$ cat config.mk
export PLATFORM = sky130hd
export DESIGN_NAME = bp_me_nonsynth_lce_tr_player
export DESIGN_NICKNAME = d
export VERILOG_FILES = /design/src/rtl/bp_me_nonsynth_pkg.sv /design/src/rtl/bp_me_nonsynth_tr_cmp.sv /design/src/rtl/bp_me_nonsynth_lce_tr_player.sv
export SDC_FILE = /design/constraint.sdc
export NUM_CORES = 1
export LEC_CHECK = 0
export BUFFER_PORTS_ARGS = -buffer_cell sky130_fd_sc_hd__buf_2
export CORE_AREA = 2 2 177 179
export CTS_CLUSTER_DIAMETER = 40
export DETAILED_ROUTE_END_ITERATION = 10
export DIE_AREA = 0 0 179 181
export HOLD_SLACK_MARGIN = 0.12
export SLEW_MARGIN = 20
export SYNTH_ARGS = -nofsm -noshare
export SYNTH_HDL_FRONTEND = slang
export SYNTH_SLANG_ARGS = --single-unit
$ cat constraint.sdc
create_clock -name clk_i -period 6.4 [get_ports clk_i]
set_clock_uncertainty 0.2 [all_clocks]
set_input_delay 0.32 -clock clk_i [delete_from_list [all_inputs] [get_ports clk_i]]
set_output_delay 0.32 -clock clk_i [all_outputs]
set_load 0.02 [all_outputs]
$ cat src/rtl/bp_me_nonsynth_pkg.sv
// Shared types for the LCE trace-replay player: op codes, FSM states and the
// trace-ring packet layout {uncached, paddr, data}.
package bp_me_nonsynth_pkg;

    localparam int paddr_width_p  = 40;
    localparam int dword_width_p  = 64;
    localparam int lce_id_width_p = 4;

    typedef enum logic [3:0] {
        e_tr_op_nop     = 4'd0,
        e_tr_op_send    = 4'd1,
        e_tr_op_recv    = 4'd2,
        e_tr_op_recv_nd = 4'd3,
        e_tr_op_wait    = 4'd4,
        e_tr_op_finish  = 4'd5
    } bp_me_nonsynth_tr_op_e;

    typedef enum logic [2:0] {
        e_st_idle  = 3'd0,
        e_st_fetch = 3'd1,
        e_st_send  = 3'd2,
        e_st_recv  = 3'd3,
        e_st_wait  = 3'd4,
        e_st_done  = 3'd5,
        e_st_error = 3'd6
    } bp_me_nonsynth_tr_state_e;

    typedef struct packed {
        logic                     uncached;
        logic [paddr_width_p-1:0] paddr;
        logic [dword_width_p-1:0] data;
    } bp_me_nonsynth_lce_tr_pkt_s;

    localparam int tr_ring_width_lp = $bits(bp_me_nonsynth_lce_tr_pkt_s);

    function automatic logic [15:0] sat_inc16(input logic [15:0] v);
        return (v == 16'hFFFF) ? v : (v + 16'd1);
    endfunction

endpackage

$ cat src/rtl/bp_me_nonsynth_tr_cmp.sv
// Field compare of an expected vs. returned trace packet; data bits are only
// compared where the mask is set.
module bp_me_nonsynth_tr_cmp
    import bp_me_nonsynth_pkg::*;
(
    input  bp_me_nonsynth_lce_tr_pkt_s i_exp,
    input  bp_me_nonsynth_lce_tr_pkt_s i_act,
    input  logic [dword_width_p-1:0]   i_data_mask,
    output logic                       o_match
);

    // match when uncached and paddr agree and all unmasked data bits agree
    always_comb begin
        o_match = (i_exp.uncached == i_act.uncached)
               && (i_exp.paddr == i_act.paddr)
               && (((i_exp.data ^ i_act.data) & i_data_mask) == {dword_width_p{1'b0}});
    end

endmodule

$ cat src/rtl/bp_me_nonsynth_lce_tr_player.sv
// Trace-replay master for one LCE: fetches ops from a trace ROM, issues command
// packets, checks responses, and reports done/error with a saturating count.
module bp_me_nonsynth_lce_tr_player
    import bp_me_nonsynth_pkg::*;
#(
    parameter  int rom_addr_width_p  = 10,
    parameter  int timeout_p         = 4096,
    localparam int rom_data_width_lp = 4 + tr_ring_width_lp
) (
    input  logic                         clk_i,
    input  logic                         reset_n_i,
    input  logic                         en_i,
    input  logic [lce_id_width_p-1:0]    lce_id_i,
    output logic [rom_addr_width_p-1:0]  rom_addr_o,
    input  logic [rom_data_width_lp-1:0] rom_data_i,
    output logic [tr_ring_width_lp-1:0]  tr_pkt_o,
    output logic                         tr_pkt_v_o,
    input  logic                         tr_pkt_yumi_i,
    input  logic [tr_ring_width_lp-1:0]  tr_pkt_i,
    input  logic                         tr_pkt_v_i,
    output logic                         tr_pkt_ready_o,
    output logic                         done_o,
    output logic                         error_o,
    output logic [15:0]                  err_cnt_o
);

    localparam int to_width_lp = $clog2(timeout_p + 1);
    localparam logic [to_width_lp-1:0]      to_last_lp  = to_width_lp'(timeout_p - 1);
    localparam logic [to_width_lp-1:0]      to_one_lp   = to_width_lp'(1);
    localparam logic [rom_addr_width_p-1:0] addr_one_lp = rom_addr_width_p'(1);

    bp_me_nonsynth_tr_state_e   r_state;
    bp_me_nonsynth_lce_tr_pkt_s r_pkt;
    logic [rom_addr_width_p-1:0] r_addr;
    logic [15:0]                 r_wait_cnt;
    logic [to_width_lp-1:0]      r_to_cnt;
    logic [15:0]                 r_err_cnt;
    logic                        r_cmp_data;
    logic                        r_v;
    logic                        r_ready;
    logic                        r_done;
    logic                        r_error;

    logic [3:0]                  w_rom_op;
    bp_me_nonsynth_lce_tr_pkt_s  w_rom_pkt;
    bp_me_nonsynth_lce_tr_pkt_s  w_resp_pkt;
    logic [rom_addr_width_p-1:0] w_addr_nxt;
    logic                        w_match;
    logic                        w_unused_lce_id;

    assign w_rom_op        = rom_data_i[rom_data_width_lp-1 -: 4];
    assign w_rom_pkt       = rom_data_i[tr_ring_width_lp-1:0];
    assign w_resp_pkt      = tr_pkt_i;
    assign w_addr_nxt      = r_addr + addr_one_lp;
    assign w_unused_lce_id = ^lce_id_i;

    bp_me_nonsynth_tr_cmp u_cmp (
        .i_exp       (r_pkt),
        .i_act       (w_resp_pkt),
        .i_data_mask ({dword_width_p{r_cmp_data}}),
        .o_match     (w_match)
    );

    // replay FSM; every output is a flop updated alongside the state
    always_ff @(posedge clk_i or negedge reset_n_i) begin
        if (!reset_n_i) begin
            r_state    <= e_st_idle;
            r_pkt      <= '{uncached: 1'b0, paddr: {paddr_width_p{1'b0}}, data: {dword_width_p{1'b0}}};
            r_addr     <= {rom_addr_width_p{1'b0}};
            r_wait_cnt <= 16'd0;
            r_to_cnt   <= {to_width_lp{1'b0}};
            r_err_cnt  <= 16'd0;
            r_cmp_data <= 1'b0;
            r_v        <= 1'b0;
            r_ready    <= 1'b0;
            r_done     <= 1'b0;
            r_error    <= 1'b0;
        end else begin
            case (r_state)
                e_st_idle: begin
                    if (en_i) r_state <= e_st_fetch;
                end
                e_st_fetch: begin
                    r_pkt <= w_rom_pkt;
                    case (w_rom_op)
                        e_tr_op_nop: r_addr <= w_addr_nxt;
                        e_tr_op_send: begin
                            r_v      <= 1'b1;
                            r_to_cnt <= {to_width_lp{1'b0}};
                            r_state  <= e_st_send;
                        end
                        e_tr_op_recv, e_tr_op_recv_nd: begin
                            r_ready    <= 1'b1;
                            r_to_cnt   <= {to_width_lp{1'b0}};
                            r_cmp_data <= (w_rom_op == e_tr_op_recv);
                            r_state    <= e_st_recv;
                        end
                        e_tr_op_wait: begin
                            // the FETCH cycle is the first wait cycle, so load n-1
                            if (w_rom_pkt.data[15:0] == 16'd0) begin
                                r_addr <= w_addr_nxt;
                            end else begin
                                r_wait_cnt <= w_rom_pkt.data[15:0] - 16'd1;
                                r_state    <= e_st_wait;
                            end
                        end
                        e_tr_op_finish: begin
                            r_done  <= 1'b1;
                            r_state <= e_st_done;
                        end
                        default: begin
                            r_error <= 1'b1;
                            r_state <= e_st_error;
                        end
                    endcase
                end
                e_st_send: begin
                    if (tr_pkt_yumi_i) begin
                        r_v     <= 1'b0;
                        r_addr  <= w_addr_nxt;
                        r_state <= e_st_fetch;
                    end else if (r_to_cnt == to_last_lp) begin
                        r_v       <= 1'b0;
                        r_error   <= 1'b1;
                        r_err_cnt <= sat_inc16(r_err_cnt);
                        r_state   <= e_st_error;
                    end else begin
                        r_to_cnt <= r_to_cnt + to_one_lp;
                    end
                end
                e_st_recv: begin
                    if (tr_pkt_v_i) begin
                        r_ready <= 1'b0;
                        r_addr  <= w_addr_nxt;
                        r_state <= e_st_fetch;
                        if (!w_match) begin
                            r_error   <= 1'b1;
                            r_err_cnt <= sat_inc16(r_err_cnt);
                        end
                    end else if (r_to_cnt == to_last_lp) begin
                        r_ready   <= 1'b0;
                        r_error   <= 1'b1;
                        r_err_cnt <= sat_inc16(r_err_cnt);
                        r_state   <= e_st_error;
                    end else begin
                        r_to_cnt <= r_to_cnt + to_one_lp;
                    end
                end
                e_st_wait: begin
                    if (r_wait_cnt == 16'd0) begin
                        r_addr  <= w_addr_nxt;
                        r_state <= e_st_fetch;
                    end else begin
                        r_wait_cnt <= r_wait_cnt - 16'd1;
                    end
                end
                e_st_done: r_state <= e_st_done;
                e_st_error: r_state <= e_st_error;
                default: begin
                    r_v     <= 1'b0;
                    r_ready <= 1'b0;
                    r_error <= 1'b1;
                    r_state <= e_st_error;
                end
            endcase
        end
    end

    assign rom_addr_o     = r_addr;
    assign tr_pkt_o       = r_pkt;
    assign tr_pkt_v_o     = r_v;
    assign tr_pkt_ready_o = r_ready;
    assign done_o         = r_done;
    assign error_o        = r_error;
    assign err_cnt_o      = r_err_cnt;

endmodule

# == Yosys cells after proc, flatten, opt, wreduce, memory -nomap -nowiden ==
# Index checks and enable logic that the tools add are counted.
# word_totals
register_bits,168
input_bits,223
out_inout_bits,135
# op_classes
add_sub_neg,5
eq_ne,35
muxes,42
n_bitwise,5
n_reduce_logical,27
# op_table
operator,n
2-to-1 mux 16 bit,8
bitwise AND 64 bit,1
zero test 64 bit,1
one-hot mux 16 bit (2 select lines),2
XOR 64 bit,1
2-to-1 mux 13 bit,4
== test 40 bit,1
2-to-1 mux 10 bit,4
one-hot mux 10 bit (4 select lines),1
one-hot mux 13 bit (3 select lines),1
zero test 16 bit,2
"subtractor 16 x 1 -> 16 bit, second input constant",2
"!= test 2 bit, second input constant",12
one-hot mux 10 bit (2 select lines),1
2-to-1 mux 3 bit,6
one-hot mux 3 bit (6 select lines),1
"adder 16 x 1 -> 16 bit, second input constant",1
"== test 16 bit, second input constant",1
AND reduction 4 bit,4
"!= test 3 bit, second input constant",5
one-hot mux 3 bit (5 select lines),1
"adder 13 x 1 -> 13 bit, second input constant",1
"== test 13 x 12 -> 1 bit, second input constant",1
"adder 10 x 1 -> 10 bit, second input constant",1
27 further kinds,51

# == Depth between registers and ports, before layout ==
# Gate-level depths: netlist of run 1.
# depth
depth_word,7
ltp_mapped,12

# == Hierarchy ==
# From an unflattened synthesis of run 1, not the netlist that was laid out.
# hier_totals
hier_cells,1040
hier_area_um2,9053.7
# modules_own_cells
mod,instances,cells_per_inst,area_each_um2,seq_area_each_um2
bp_me_nonsynth_lce_tr_player,1,879,7736.2,4204.0
bp_me_nonsynth_tr_cmp,1,161,1317.5,0.0

# == Worst setup path after synthesis of run 1 ==
# Ideal clock, no wire load.
# synth_path
path_type,register to register
start,register r_state[1]
end,register r_wait_cnt[14]
arrival_time_ps,3058
t_required_ps,6074
path_slack_ps,3016
path_stages_with_launch,13
path_buffers,3
path_cell_list,dfrtp_1 > buf_2 > nor3b_2 > clkbuf_1 > clkbuf_1 > mux2i_1 > ha_1 > inv_1 > a211oi_1 > nand2_1 > mux2_2 > a21oi_1 > a21oi_1
# synth_via
elab_chain_cells,3
word_cells_on_any_way,8
cone_classes,eq/ne (5); mux (1); reduce/logical (2)
# synth_rtl
item,line_no,text
start: declaration,bp_me_nonsynth_lce_tr_player.sv:32,bp_me_nonsynth_tr_state_e r_state;
start signal: assignment,bp_me_nonsynth_lce_tr_player.sv:67,r_state <= e_st_idle;
start signal: assignment,bp_me_nonsynth_lce_tr_player.sv:81,if (en_i) r_state <= e_st_fetch;
start signal: assignment,bp_me_nonsynth_lce_tr_player.sv:90,r_state <= e_st_send;
== test 3 x 1 -> 1 bit or == test 3 bit (tied branches),bp_me_nonsynth_lce_tr_player.sv:79,case (r_state)
!= test 2 bit (no line) or nonzero test 2 bit (tied branches),--,
AND reduction 4 bit (no line),--,
end signal: assignment,bp_me_nonsynth_lce_tr_player.sv:103,r_wait_cnt <= w_rom_pkt.data[15:0] - 16'd1;
end signal: assignment,bp_me_nonsynth_lce_tr_player.sv:154,r_wait_cnt <= r_wait_cnt - 16'd1;
end: declaration,bp_me_nonsynth_lce_tr_player.sv:35,logic [15:0] r_wait_cnt;
# Parallel ways exist; a longest one is shown, timed or not.
# A chain may end at the register's enable or synchronous reset.

# == Worst setup path after layout of run 1 ==
# layout_path
start,register r_state[2]
end,register r_wait_cnt[14]
# The elaborated chain is that of the path after synthesis.

==> results of run 1 <==
## tightest hold or removal path, stage by stage
cell	delay, ns
buf_2	0.13
o311ai_0	0.16
nand2_1	0.10
nand2_1	0.04
## per-stage QoR
stage	hold slack [ns]	utilization	std cells
2_1_floorplan	-0.1756	-	1041
3_3_place_gp	0.2342	0.3677	1755
3_5_place_dp	0.2392	0.3677	1755
4_1_cts	0.1373	0.4221	1898
5_1_grt	0.1976	0.4230	1899
6_report	0.1601	0.4230	1899
## cells by family after synthesis
group	after synthesis
simple gates	569
flops	168
xor+xnor	139
compound gates	102
buf+inv	46
mux	13
fa+ha+maj	4
## registers in the layout, indices dropped and copies added, names as in the netlist
signal and count:
tr_pkt_o 105, err_cnt_o 16, r_wait_cnt 16, r_to_cnt 13, rom_addr_o 10, r_state 3, done_o 1, error_o 1
r_cmp_data 1, tr_pkt_ready_o 1, tr_pkt_v_o 1
## final timing paths
kind / from / cells after the start / to / slack [ns]
setup reg to reg: r_state[2] / 10 / r_wait_cnt[14] / 3.05
hold / removal: tr_pkt_v_i / 4 / tr_pkt_ready_o / 0.16
min in group asynchronous: reset_n_i / 2 / tr_pkt_o[79] / 0.34
max in group asynchronous: reset_n_i / 4 / r_wait_cnt[1] / 4.45
hold reg to reg: error_o / 1 / error_o / 0.25
setup / recovery: r_state[2] / 10 / r_wait_cnt[14] / 3.05
## power by group
group,leakage (nW),switching (mW),internal (mW)
combinational,3.84,1.67,0.987
clock,0.253,0.458,0.512
sequential,2.09,0.498,1.50
## area by class of cell
class / instances / area share
repair buffers: 472 / 0.2309
flip-flops and latches: 168 / 0.3275
inverters: 4 / 0.001170
clock inverters: 12 / 0.007212
well taps: 396 / 0.03860
multi-input cells: 827 / 0.3598
clock buffers: 20 / 0.03480
## layout by cell type, fill, tap and decap left out, types with 5 or more instances in the layout
cell type	netlist	final
nor4_1	9	9
buf_4	0	7
nor2_1	50	50
xnor2_1	126	126
buf_2	6	352
or3_1	5	5
nand2_1	362	361
xor2_1	13	13
nand3_1	22	22
dlygate4sd3_1	0	111
nand4_1	48	48
o21ai_0	24	24
and2_1	5	5
a31oi_1	6	6
mux2i_1	8	8
clkbuf_16	0	17
and3_1	11	11
a21oi_1	31	31
mux2_2	5	5
nand2b_1	8	8
nor3_1	24	24
dfrtp_1	168	168
## repair_timing
item	4_1_cts	5_1_grt
hold buffers	111	0
setup buffers	0	0
hold endpoints to repair	215	0
## layer usage
layer  vias to the layer above  global-route usage
met2                       285              0.3117
met4                         2             0.06244
met5                         -                   0
met3                        45             0.03114
met1                      4318              0.2365
li1                       4406                   -
==> impl_metrics.tcl, run 1 <==
set metrics [dict create \
    yosysMostFrequentCell "nand2_1" \
    cts_buffer_depth 2 \
    yosys-top-cells-area "dfrtp_1, nand2_1, xnor2_1" \
    ys_ff_latch 168 \
    relSlewSlack 0.4161 \
    drv_slew 0 \
    diodes 0 \
    routed_wl_mm 30.92 \
    detailedPlace.worstSlack_ns 3.090 \
    critPathSlowestCell "dfrtp_1" \
    yosysTopAreaCellShare 0.4678 \
    critPathLaunchType "register" \
    rows 64 \
    synth-xor-area-share 0.1355 \
    final_nets 1717 \
    syn_inst 1041 \
    clock_latency_ns 0.43 \
    post_synth_and_or_nand_nor_area_fraction 0.2825 \
    synth_flop_cell "dfrtp_1" \
    setup_tns_ns 0 \
    first_iter_violations 527 \
    dp_hpwl_mm 22.42 \
    syn_nets 1268 \
    required_ns 6.48 \
    vias 9056 \
    worst_slew_pin_slew_ns 0.8759 \
    chipHeight_um 181 \
    wl_met2_mm 14.97 \
    grt_setup_unrepaired "no" \
    avgSynthCellArea_um2 8.633 \
    cts.sinks 168 \
    path_max_fanout 36 \
    ff_latch_area_mm2 0.004204 \
    crit_path_end_kind "register" \
    gp_congestion 0.8884 \
    grt_pass1_wl_mm 46.93 \
    grt_overflow_total 0 \
    path_cells "nor3b_4, buf_4, mux2i_1, ha_1, inv_1, a211oi_1, nand2_1, mux2_2, a21oi_1, a21oi_1" \
    grt_max_degree 96 \
    cp_slowest_stage_delay_ns 0.63 \
    yosys.area_share.adder 0.005569 \
    cp.arrival_ns 3.43 \
    die_w_um 179 \
    vdd_ir_drop_max_mv 0.1913 \
    syn-cell-area_mm2 0.008987 \
    p_total_mw 5.627 \
    drv_cap 0 \
    cts-root-buf "clkbuf_16" \
    synth_top_cell_by_area "dfrtp_1" \
    postCtsResizedCells 0 \
    outcome "complete, no violations" \
    multi_input_comb_area_mm2 0.004619 \
    ys_warn_count 0 \
    finalCritPeriodShare 0.5237 \
    wl_per_cell_um 16.28 \
    fin_crit_ns 3.352 \
    critical-path-top-delay-family "flip-flops" \
    numCtsBuffers 17 \
    fmax_mhz 298.3 \
    dr.pass1.iters 5 \
    final-hold-violation-count 0 \
    portBuffers 353 \
    synth_edf_count 0 \
    antenna_found_initial 1 \
    pin_count 358 \
    layout-drive-gt1-share 0.2715 \
    crit_path_frequent_cell "a21oi_1" \
    viasPerCell 4.769 \
    final-setup-viol-count 0 \
    m1WireLength_mm 13.41 \
    core-area_mm2 0.03035 \
    setup_slack_ns 3.048 \
    synth_compound_area_frac 0.07267 \
    design_area_mm2 0.01284 \
    area_growth_pct 42.84 \
    ys_seq_area_frac 0.4678 \
    synthMuxAreaShare 0.01517 \
    htree_levels 4 \
    clk_pin_slew_ns 0.07 \
    placed_area_mm2 0.01116 \
    ant_nets 0 \
    fill_cells 3015 \
    synth_top_family_by_area "simple AND/OR/NAND/NOR gates" \
    worstSetupPathType "reg -> reg" \
    cts_tree "done" \
    cp_num_buf_inv 2 \
    track_usage 0.1843 \
    netlist_top_cells_count "nand2_1, dfrtp_1, xnor2_1, nor2_1, nand4_1" \
    wl_met3_mm 1.781 \
    dr.max_layer_used "met5" \
    ys_async_sr_fraction 1.000 \
    die_area_mm2 0.03240 \
    yosysUniqueCellTypes 64 \
    p_leak_nw 6.182 \
    grt_pass1_vias 8686 \
    start_util 0.2961 \
    drc 0 \
    hold_class "in -> reg" \
    power-per-cell-area_mw_per_mm2 438.3 \
]
No activity file was read; power rests on OpenSTA's default activity.
==> run 2: changes to the inputs <==
Clock period 6.4 ns to 3.1 ns, I/O delays scaled along.
==> impl_metrics.tcl, run 2 (same netlist as run 1, synthesis figures left out) <==
set metrics [dict create \
    outcome "complete, no violations" \
    numCtsBuffers 17 \
    grt_pass1_wl_mm 48.19 \
    area_growth_pct 45.40 \
    p_leak_nw 6.316 \
    drc 0 \
    pin_count 358 \
    track_usage 0.1908 \
    post_cts_buffers 0 \
    cts_tree "done" \
    multi_input_comb_area_mm2 0.004619 \
    routed_wl_mm 31.55 \
    worst_slew_pin_slew_ns 0.6554 \
    crit_path_frequent_cell "buf_4" \
    relSlewSlack 0.5631 \
    r2r-end "r_wait_cnt[8]" \
    final-hold-violation-count 0 \
    start_util 0.2961 \
    htree_levels 4 \
    vias 9114 \
    grt_setup_unrepaired "no" \
    antenna_found_initial 0 \
    cp_slowest_stage_delay_ns 0.52 \
    drv_cap 0 \
    wl_per_cell_um 16.42 \
    path_max_fanout 12 \
    die_area_mm2 0.03240 \
    grt_max_degree 109 \
    setup_tns_ns 0 \
    gp_congestion 0.8612 \
    ff2ff_path_depth 10 \
    final-setup-viol-count 0 \
    dpl.cell_count 1770 \
    grt_pass1_vias 9058 \
    vdd_ir_drop_max_mv 0.4774 \
    fmax_mhz 353.5 \
    worstSetupPathType "reg -> reg" \
    r2r-start "r_state[0]" \
    clk_pin_slew_ns 0.08 \
    final_cell_mix "nand2_1, buf_2, dfrtp_1" \
    clock_latency_ns 0.44 \
    fin_crit_ns 2.829 \
    final_nets 1739 \
    fill_cells 3013 \
    cts.sinks 168 \
    portBuffers 353 \
    cts-root-buf "clkbuf_16" \
    finalCritPeriodShare 0.9125 \
    diodes 0 \
    die_w_um 179 \
    first_iter_violations 556 \
    dp_hpwl_mm 22.75 \
    power-per-cell-area_mw_per_mm2 903.5 \
    ff_latch_area_mm2 0.004204 \
    critPathSlowestCell "dfrtp_1" \
    crit_path_end_kind "register" \
    cp.arrival_ns 2.94 \
    r2r_slack_ns 0.27 \
    layout-drive-gt1-share 0.2780 \
    path_cells "buf_4, nor3b_4, mux2i_1, ha_1, buf_4, nand2b_1, a21oi_1, inv_1, a2111oi_0, nor2_1" \
    final_common_cell "nand2_1" \
    required_ns 3.21 \
    hold_class "in -> reg" \
    critPathLaunchType "register" \
    ant_nets 0 \
    drv_slew 0 \
    viasPerCell 4.744 \
    startpoint "r_state[0]" \
    layout.cells.non_filler 1921 \
    dr.pass1.iters 5 \
    grt_overflow_total 0 \
    chipHeight_um 181 \
    core-area_mm2 0.03035 \
    rows 64 \
    largest_register_ffs 105 \
    cts_buffer_depth 2 \
    critical_path.endpoint "r_wait_cnt[8]" \
]
-- run 2: changes by cell type in the layout (fill, tap and decap cells not counted), sizes merged --
| cell | change |
|---|---|
| buf | +14 |
| dlygate4sd3 | +8 |
| inv | +7 |
| clkbuf | -3 |
| clkinv | -2 |
| clkinvlp | -2 |
-- run 2: cell type report --
type,count,share of cell area
clock inverters,15,0.009862
well taps,396,0.03792
repair buffers,494,0.2433
inverters,4,0.001149
clock buffers,17,0.03255
multi-input cells,827,0.3535
flip-flops and latches,168,0.3217
-- run 2: worst min-delay path by stage --
stage | slack (ns) | start | to | cells past startpoint
3_3_place_gp | 0.03 | reset_n_i | tr_pkt_o[79] | 1
5_1_grt | 0.24 | rom_data_i[49] | tr_pkt_o[49] | 4
2_1_floorplan | -0.34 | reset_n_i | done_o | 0
4_1_cts | 0.22 | rom_data_i[89] | tr_pkt_o[89] | 4
6_report | 0.25 | rom_data_i[45] | tr_pkt_o[45] | 4
3_5_place_dp | 0.03 | reset_n_i | tr_pkt_o[79] | 1
-- run 2: power by group --
part | internal (mW) | switching [mW]
Sequential | 3.10 | 0.982
Clock | 1.06 | 1.00
Combinational | 2.15 | 3.51
Total | 6.31 | 5.50
-- run 2: stage by stage --
step | utilization | cell area, µm² | total power, mW | hold slack (ns) | setup slack [ns]
2_1_floorplan | - | 9000 | 7.536 | -0.3406 | 0.002077
6_report | 0.4306 | 13070 | 11.81 | 0.2526 | 0.2713
3_5_place_dp | 0.3729 | 11320 | 9.632 | 0.02654 | 0.2608
5_1_grt | 0.4306 | 13070 | 12.68 | 0.2376 | 0.02025
3_3_place_gp | 0.3729 | 11320 | 9.520 | 0.02855 | 0.2581
4_1_cts | 0.4304 | 13060 | 11.90 | 0.2207 | 0.2277
-- run 2: critical path: cells and delay by family (launching register included) --
family,cells,cell delay [ns]
AO/OA/AOI/OAI,2,0.61
adder cells (fa/ha/maj),1,0.21
flip-flops,1,0.52
multiplexers,1,0.26
buffers and inverters,3,0.44
AND/OR/NAND/NOR,3,0.45
-- run 2: what timing repair did --
item | in CTS | in global routing
endpoints found under the hold margin | 271 | 0
hold buffers | 119 | 0
setup endpoints to repair | 0 | 1
gates resized for setup | 0 | 1
-- run 2: layer usage --
metal,share of wire,vias up,global-route usage
li1,-,4460,-
met1,0.43,4302,0.2400
met2,0.48,294,0.3202
met3,0.059,58,0.03830
met4,0.028,0,0.07252
met5,0,-,0
==> run 3: changes to the inputs <==
Settings changed: RECOVER_POWER set to 25.
==> impl_metrics.tcl, run 3 (same netlist as run 1, synthesis figures left out) <==
set metrics [dict create \
    die_area_mm2 0.03240 \
    pin_count 358 \
    clk_pin_slew_ns 0.08 \
    critPathSlowestCell "or3b_2" \
    portBuffers 353 \
    grt_overflow_total 0 \
    core-area_mm2 0.03035 \
    antenna_found_initial 0 \
    grt_max_degree 109 \
    relSlewSlack 0.5682 \
    gp_congestion 0.8612 \
    drc 0 \
    track_usage 0.1908 \
    layout-drive-gt1-share 0.2013 \
    rows 64 \
    power-per-cell-area_mw_per_mm2 902.3 \
    fin_crit_ns 2.815 \
    first_iter_violations 540 \
    placed_area_mm2 0.01132 \
    post_cts_buffers 0 \
    die_w_um 179 \
    area_growth_pct 43.77 \
    cp.arrival_ns 2.93 \
    htree_levels 4 \
    routed_wl_mm 31.56 \
    vias 9120 \
    holdWs_ns 0.2470 \
    cts-root-buf "clkbuf_16" \
    setup_tns_ns 0 \
    required_ns 3.22 \
    path_max_fanout 16 \
    ant_nets 0 \
    final_nets 1739 \
    numCtsBuffers 17 \
    crit_path_end_kind "register" \
    finalCritPeriodShare 0.9081 \
    worst_slew_pin_slew_ns 0.6477 \
    drv_slew 0 \
    final-setup-viol-count 0 \
    cts_buffer_depth 2 \
    grt_pass1_vias 9058 \
    vdd_ir_drop_max_mv 0.4789 \
    dr.pass1.iters 5 \
    cts_tree "done" \
    path_cells "or3b_2, mux2i_1, nand2b_1, a21oi_1, inv_1, a2111oi_0, nor2_1" \
    worstSetupPathType "reg -> reg" \
    fill_cells 3068 \
    largest_register_ffs 105 \
    diodes 0 \
    wl_per_cell_um 16.43 \
    ff_latch_area_mm2 0.004204 \
    outcome "complete, no violations" \
    design_area_mm2 0.01292 \
    final_cell_mix "nand2_1, buf_2, dfrtp_1" \
    multi_input_comb_area_mm2 0.004619 \
    viasPerCell 4.748 \
    hold_class "in -> reg" \
    cts.sinks 168 \
    clock_latency_ns 0.44 \
    cp_num_buf_inv 1 \
    layout.cells.non_filler 1921 \
    chipHeight_um 181 \
    dp_hpwl_mm 22.75 \
    grt_setup_unrepaired "no" \
    grt_pass1_wl_mm 48.19 \
    p_total_mw 11.66 \
    final_common_cell "nand2_1" \
    p_leak_nw 5.928 \
    drv_cap 0 \
    dpl.cell_count 1770 \
    critPathLaunchType "register" \
    final-hold-violation-count 0 \
    cp_slowest_stage_delay_ns 0.72 \
    fmax_mhz 355.2 \
    start_util 0.2961 \
    critical-path-top-delay-family "simple AND/OR/NAND/NOR gates" \
]
-- run 3: cell count changes in the layout (fill, tap and decap cells not counted), sizes merged --
cell	change
clkbuf	+117
buf	-117
-- run 3: tightest hold or removal path, cell delays in order --
cell and delay (ns):
dlygate4sd3_1 0.51, buf_2 0.09, nand2_1 0.04, nand2_1 0.06
-- run 3: per-layer routing --
metal / vias up / wire, µm / global-route usage
met2: 304 / 15210 / 0.3202
met4: 0 / 799 / 0.07252
met3: 50 / 1962 / 0.03830
li1: 4460 / - / -
met1: 4306 / 13590 / 0.2400
met5: - / 0 / 0
-- run 3: path summary, 6_finish.rpt --
kind / start / end / slack [ns] / depth (start not counted)
min in group asynchronous: reset_n_i / tr_pkt_o[79] / 0.64 / 3
min reg2reg: error_o / error_o / 0.26 / 1
max in group asynchronous: reset_n_i / err_cnt_o[13] / 1.00 / 4
min: rom_data_i[49] / tr_pkt_o[49] / 0.25 / 4
max: r_state[1] / r_wait_cnt[8] / 0.28 / 7
max reg2reg: r_state[1] / r_wait_cnt[8] / 0.28 / 7
-- run 3: stage by stage --
step | worst slack, ns | util
global route | 0.02025 | 0.4258
global placement | 0.2581 | 0.3729
floorplan | 0.002077 | -
finish | 0.2849 | 0.4258
detailed placement | 0.2608 | 0.3729
CTS | 0.2277 | 0.4304
-- run 3: power by group --
group / internal, mW / switching (mW)
registers: 3.10 / 1.01
logic: 1.97 / 3.51
clock network: 1.06 / 1.01
total: 6.13 / 5.53
-- run 3: cell type report --
type / instances / area share
sequential: 168 / 0.3254
inverter: 4 / 0.001162
tap: 396 / 0.03835
clock buffer: 17 / 0.03292
timing repair buffer: 494 / 0.2347
multi-input combinational: 827 / 0.3575
clock inverter: 15 / 0.009974
-- run 3: timing repair --
| item | in CTS | in global routing |
|---|---|---|
| hold buffers | 119 | 0 |
| endpoints found under the hold margin | 271 | 0 |
| endpoints found under the setup margin | 0 | 1 |
| resized for setup | 0 | 1 |
